--- config.mk ---
export PLATFORM = sky130hd
export DESIGN_NAME = elevator_scheduler
export DESIGN_NICKNAME = d
export VERILOG_FILES = /design/src/rtl/elevator_scheduler.sv
export SDC_FILE = /design/constraint.sdc
export NUM_CORES = 1
export LEC_CHECK = 0
export CAP_MARGIN = 10
export CORE_UTILIZATION = 65
export DETAILED_ROUTE_END_ITERATION = 6
export DONT_BUFFER_PORTS = 1
export GPL_TIMING_DRIVEN = 0
export PLACE_DENSITY = 0.81
export SYNTH_ARGS = -nofsm -noshare
export SYNTH_HDL_FRONTEND = slang
export SYNTH_SLANG_ARGS = --single-unit
--- constraint.sdc ---
create_clock -name clk -period 7.7 [get_ports clk]
set_input_delay 1.925 -clock clk [delete_from_list [all_inputs] [get_ports clk]]
set_output_delay 1.925 -clock clk [all_outputs]
set_load 0.05 [all_outputs]
--- src/rtl/elevator_scheduler.sv ---
// SCAN-style elevator scheduler: latches floor calls, sequences motor and door phases,
// and tracks the current floor from a per-floor travel timer.
module elevator_scheduler #(
   parameter int unsigned NUM_FLOORS    = 8,
   parameter int unsigned TRAVEL_CYCLES = 16,
   parameter int unsigned DOOR_CYCLES   = 32,
   parameter int unsigned CLOSE_CYCLES  = 4
) (
   input  logic                  clk,
   input  logic                  reset,
   input  logic [NUM_FLOORS-1:0] call_req,
   input  logic                  door_hold,
   output logic                  motor_up,
   output logic                  motor_down,
   output logic                  open_door,
   output logic                  close_door,
   output logic [3:0]            floor,
   output logic [NUM_FLOORS-1:0] pending,
   output logic                  busy
);

   localparam int unsigned NF = NUM_FLOORS;
   localparam int unsigned TW = $clog2(TRAVEL_CYCLES + 1);
   localparam int unsigned DW = $clog2(DOOR_CYCLES + 1);
   localparam int unsigned CW = $clog2(CLOSE_CYCLES + 1);

   typedef enum logic [2:0] {
      S_IDLE,
      S_MOVE_UP,
      S_MOVE_DOWN,
      S_DOOR_OPEN,
      S_DOOR_CLOSE
   } state_e;

   state_e        state_q, state_d;
   logic [3:0]    floor_q, floor_d;
   logic [NF-1:0] pending_q, pending_d;
   logic          dir_up_q, dir_up_d;
   logic [TW-1:0] tcnt_q, tcnt_d;
   logic [DW-1:0] dcnt_q, dcnt_d;
   logic [CW-1:0] ccnt_q, ccnt_d;

   logic [NF-1:0] cur_oh, up_oh, dn_oh, above_mask, below_mask, clear;
   logic          any_above, any_below, travel_done;

   logic motor_up_q, motor_down_q, open_door_q, close_door_q, busy_q;

   // Next-state, counters and request bookkeeping
   always_comb begin
      state_d   = state_q;
      floor_d   = floor_q;
      dir_up_d  = dir_up_q;
      tcnt_d    = tcnt_q;
      dcnt_d    = dcnt_q;
      ccnt_d    = ccnt_q;
      clear     = '0;

      cur_oh      = NF'(1) << floor_q;
      up_oh       = cur_oh << 1;
      dn_oh       = cur_oh >> 1;
      below_mask  = cur_oh - NF'(1);
      above_mask  = ~(up_oh - NF'(1));
      any_above   = |(pending_q & above_mask);
      any_below   = |(pending_q & below_mask);
      travel_done = (tcnt_q == TW'(TRAVEL_CYCLES - 1));

      case (state_q)
         S_IDLE: begin
            if (|(pending_q & cur_oh)) begin
               state_d = S_DOOR_OPEN;
               dcnt_d  = DW'(DOOR_CYCLES);
            end else if (any_above && (dir_up_q || !any_below)) begin
               state_d  = S_MOVE_UP;
               dir_up_d = 1'b1;
               tcnt_d   = '0;
            end else if (any_below) begin
               state_d  = S_MOVE_DOWN;
               dir_up_d = 1'b0;
               tcnt_d   = '0;
            end
         end
         S_MOVE_UP: begin
            if (travel_done) begin
               tcnt_d  = '0;
               floor_d = floor_q + 4'd1;
               if (|(pending_q & up_oh)) begin
                  state_d = S_DOOR_OPEN;
                  dcnt_d  = DW'(DOOR_CYCLES);
               end
            end else begin
               tcnt_d = tcnt_q + TW'(1);
            end
         end
         S_MOVE_DOWN: begin
            if (travel_done) begin
               tcnt_d  = '0;
               floor_d = floor_q - 4'd1;
               if (|(pending_q & dn_oh)) begin
                  state_d = S_DOOR_OPEN;
                  dcnt_d  = DW'(DOOR_CYCLES);
               end
            end else begin
               tcnt_d = tcnt_q + TW'(1);
            end
         end
         S_DOOR_OPEN: begin
            if (door_hold) begin
               dcnt_d = DW'(DOOR_CYCLES);
            end else if (dcnt_q <= DW'(1)) begin
               state_d = S_DOOR_CLOSE;
               dcnt_d  = '0;
               ccnt_d  = CW'(CLOSE_CYCLES);
            end else begin
               dcnt_d = dcnt_q - DW'(1);
            end
         end
         S_DOOR_CLOSE: begin
            // A fresh call for this floor reopens the door before it finishes closing
            if (|(call_req & cur_oh)) begin
               state_d = S_DOOR_OPEN;
               dcnt_d  = DW'(DOOR_CYCLES);
               ccnt_d  = '0;
            end else if (ccnt_q <= CW'(1)) begin
               state_d = S_IDLE;
               ccnt_d  = '0;
            end else begin
               ccnt_d = ccnt_q - CW'(1);
            end
         end
         default: state_d = S_IDLE;
      endcase

      if (state_d == S_DOOR_OPEN || state_q == S_DOOR_OPEN || state_q == S_DOOR_CLOSE) begin
         clear = NF'(1) << floor_d;
      end
      pending_d = (pending_q | call_req) & ~clear;
   end

   // State and Moore output registers
   always_ff @(posedge clk or negedge reset) begin
      if (!reset) begin
         state_q      <= S_IDLE;
         floor_q      <= 4'd0;
         pending_q    <= '0;
         dir_up_q     <= 1'b1;
         tcnt_q       <= '0;
         dcnt_q       <= '0;
         ccnt_q       <= '0;
         motor_up_q   <= 1'b0;
         motor_down_q <= 1'b0;
         open_door_q  <= 1'b0;
         close_door_q <= 1'b1;
         busy_q       <= 1'b0;
      end else begin
         state_q      <= state_d;
         floor_q      <= floor_d;
         pending_q    <= pending_d;
         dir_up_q     <= dir_up_d;
         tcnt_q       <= tcnt_d;
         dcnt_q       <= dcnt_d;
         ccnt_q       <= ccnt_d;
         motor_up_q   <= (state_d == S_MOVE_UP);
         motor_down_q <= (state_d == S_MOVE_DOWN);
         open_door_q  <= (state_d == S_DOOR_OPEN);
         close_door_q <= (state_d != S_DOOR_OPEN);
         busy_q       <= (state_d != S_IDLE);
      end
   end

   assign motor_up   = motor_up_q;
   assign motor_down = motor_down_q;
   assign open_door  = open_door_q;
   assign close_door = close_door_q;
   assign floor      = floor_q;
   assign pending    = pending_q;
   assign busy       = busy_q;

endmodule
==> flow_summary_export.csv <==
group,metric,value,unit
synthesis,syn_avg_cell_area,8.80,sq um
clock_tree,h-tree-depth,2,
floorplan,io_pins,28,
synthesis,synth_seq_cells,35,
synthesis,netlist_instances,295,
clock_tree,cts_hold_buffers,0,
placement,placedInstanceArea,0.00266,sq mm
timing,fin_skew,0.00539,ns
grt,grt_max_degree,36,
detailed_routing,drc_errors,0,
synthesis,yosysUniqueCellTypes,68,
timing,fin_crit,4.23,ns
placement,placement.io_buffers,0,
floorplan,core,0.00374,sq mm
synthesis,seq_area_frac_synth,33.8,%
grt,grt_first_pass_wirelength,10600,um
placement,globalplace.congestion,0.990,
detailed_routing,postRouteAntennaNets,0,
grt,antenna_found_initial,0,
clock_tree,cts_root_buffer,"clkbuf_8",
detailed_routing,drt-wirelength-per-cell,18.0,um
synthesis,synth.area.top_cells,"dfrtp_1 32%, ha_1 6.3%, nor2_1 4.8%",
grt,grt_usage,32.7,%
synthesis,yosysTopAreaCellShare,31.8,%
timing,tns,0,ns
timing,period_share,54.9,%
floorplan,initial_core_util,69.3,%
power_and_ir_drop,vdd_drop_max,0.199,mV
job,cap_violations,0,
critical_path,cp.buffers_inverters,2,
detailed_routing,viasPerCell,6.67,
placement,dp_hpwl,4570,um
floorplan,die_area,0.00425,sq mm
clock_tree,clkTransAtPathRegs,0.06,ns
finish,num-nets-final,326,
worst_hold_path,hold_path.class,"flip-flop to flip-flop",
clock_tree,cts_resized,0,
critical_path,slowest_delay,0.65,ns
synthesis,synth_xor_xnor_area_share,1.01,%
finish,stdcell_area,0.00276,sq mm
grt,grt_pass1_vias,2212,
clock_tree,clockBufferDepth,2,
clock_tree,post_cts_buffers,0,
detailed_routing,wirelength,6300,um
timing,slew_headroom,51.6,%
detailed_routing,first_pass_iters,4,
timing,fmax,237,MHz
grt,grt-ovfl-total,0,
timing,tightest_slew,0.726,ns
clock_tree,cts_tree,"yes",
status,outcome,"finished, final reports clean",
clock_tree,clkLatencyLatePin,0.29,ns
timing,maxSlewViolCount,0,
critical_path,criticalPathCategory,"flip-flop to flip-flop",
synthesis,synth_warnings,0,
synthesis,yosys-mux-area-fraction,2.51,%
critical_path,arrival,4.40,ns
synthesis,synthSimpleGateAreaFrac,21.8,%
synthesis,synth-adder-area-share,6.27,%
floorplan,std_cell_rows,22,
critical_path,crit_path_max_fanout,9,
detailed_routing,dr_total_vias,2342,
synthesis,synth_flop_cell,"dfrtp_1",
power_and_ir_drop,power_density,401,mW/mm^2
detailed_routing,drtIter0Drc,185,
timing,rsz0062_at_grt,"no",
floorplan,die_h,65.2,um
critical_path,worstPathCellList,"inv_1 > ha_1 > or3b_1 > ha_1 > clkbuf_1 > nand2b_1 > mux2_2 > o21ai_1 > a221oi_1 > and2_1 > a21boi_0 > nor2_1 > mux2_2",
critical_path,path_delay_family,"simple AND/OR/NAND/NOR gates",
timing,setup-violations-final,0,
finish,area_growth,6.41,%
synthesis,synth_edf_count,0,
clock_tree,cts.sinks,35,
synthesis,syn_area,0.00259,sq mm
synthesis,synth_top_family_by_area,"compound AO/OA/AOI/OAI gates",
critical_path,cp-end-kind,"flip-flop",
critical_path,critPathLaunchType,"flip-flop",
power_and_ir_drop,p_leak,1.19,nW
synthesis,synth_area_leader_cell,"dfrtp_1",
critical_path,crit_required,7.87,ns
clock_tree,cts_made_buffers,5,
finish,diodes,0,
floorplan,die_w,65.2,um
synthesis,synth_compound_area_share,29.5,%
synthesis,synthArstFlopShare,100,%
finish,drive_above_1_share,14.5,%
synthesis,synth_nets,319,
timing,hold_viol_final,0,
critical_path,cp_slowest_cell,"dfrtp_1",
-- sequential cells by signal, indices dropped and copies added, names as in the netlist --
signal	count
busy	1
ccnt_q	3
close_door	1
dcnt_q	6
dir_up_q	1
floor	4
motor_down	1
motor_up	1
open_door	1
pending	8
state_q	3
tcnt_q	5
-- power by group --
| group | leakage, nW | internal, mW | switching [mW] |
|---|---|---|---|
| combinational | 0.732 | 0.251 | 0.344 |
| sequential | 0.410 | 0.237 | 0.115 |
| clock | 0.0524 | 0.0968 | 0.0637 |
-- per-stage QoR --
stage	total power, mW	cells	hold WS, ns	utilization, %	setup WS (ns)
floorplan	0.821	295	0.448	-	3.96
global placement	0.921	343	0.462	70.9	3.60
detailed placement	0.934	343	0.467	70.9	3.55
CTS	1.10	351	0.483	73.8	3.53
global route	1.19	351	0.497	73.8	3.17
finish	1.11	351	0.483	73.8	3.47
-- cell usage after synthesis, drive strengths merged, types with 3 or more instances --
cell,n
dfrtp,33
nor2,33
a21oi,21
nand2,20
o21ai,19
inv,16
ha,13
nor3,10
buf,9
nand2b,7
a22oi,6
a31oi,6
or3,6
a221oi,5
nand3,5
nor2b,5
nor4,5
a22o,4
and3,4
mux2,4
o21a,4
o31a,4
a21boi,3
a21o,3
and2,3
clkbuf,3
o211ai,3
o31ai,3
xnor2,3
-- worst register-to-register path, cell delays in order (launching register included) --
cell      delay (ns)
dfrtp_1         0.65
inv_1           0.31
ha_1            0.29
or3b_1          0.43
ha_1            0.22
clkbuf_1        0.19
nand2b_1        0.13
mux2_2          0.33
o21ai_1         0.18
a221oi_1        0.18
and2_1          0.27
a21boi_0        0.48
nor2_1          0.16
mux2_2          0.30
-- cell families (layout without fill, tap and decap cells) --
kind of cell,count (synthesis),after routing
DFF,35,35
xor gates and xnor gates,3,3
and+or+nand+nor,109,109
buffers and inverters,28,36
AOI/OAI and AO/OA,101,101
adders and majority gates,13,13
muxes,6,6
-- layer usage --
layer / vias up / share of wire [%] / routed length [um] / track usage, %
li1: 1108 / - / - / -
met1: 1113 / 45 / 2850 / 46.0
met2: 108 / 45 / 2850 / 49.7
met3: 13 / 7.8 / 493 / 6.94
met4: 0 / 1.7 / 106 / 10.6
met5: - / 0 / 0 / 0
-- layout make-up --
cell class / instances / area (sq um)
Buffer: 12 / 71.3
Clock buffer: 7 / 76.3
Clock inverter: 1 / 30.0
Fill cell: 281 / 982
Inverter: 16 / 60.1
Multi-Input combinational cell: 232 / 1590
Sequential cell: 35 / 878
Tap cell: 48 / 60.1
-- placed cells by master, fill, tap and decap left out, types with 5 or more instances in the layout --
cell type,n
a31oi_1,6
a221oi_1,5
o21ai_0,15
nor2_1,33
dfrtp_1,33
nand3_1,5
nor3_1,10
nor2b_1,5
buf_2,6
a21oi_1,20
ha_1,13
inv_1,15
clkbuf_8,5
nand2_1,20
a22oi_1,6
nand2b_1,6
nor4_1,5
-- final timing paths --
path | start | endpoint | slack [ns] | cells after the start
min | ccnt_q[1] | ccnt_q[1] | 0.48 | 2
max reg2reg | floor[1] | tcnt_q[0] | 3.47 | 13
max | floor[1] | tcnt_q[0] | 3.47 | 13
max in group asynchronous | reset | dir_up_q | 6.20 | 0
min in group asynchronous | reset | motor_up | 1.33 | 0
min reg2reg | ccnt_q[1] | ccnt_q[1] | 0.48 | 2
Power figures use the tool's default switching activity.
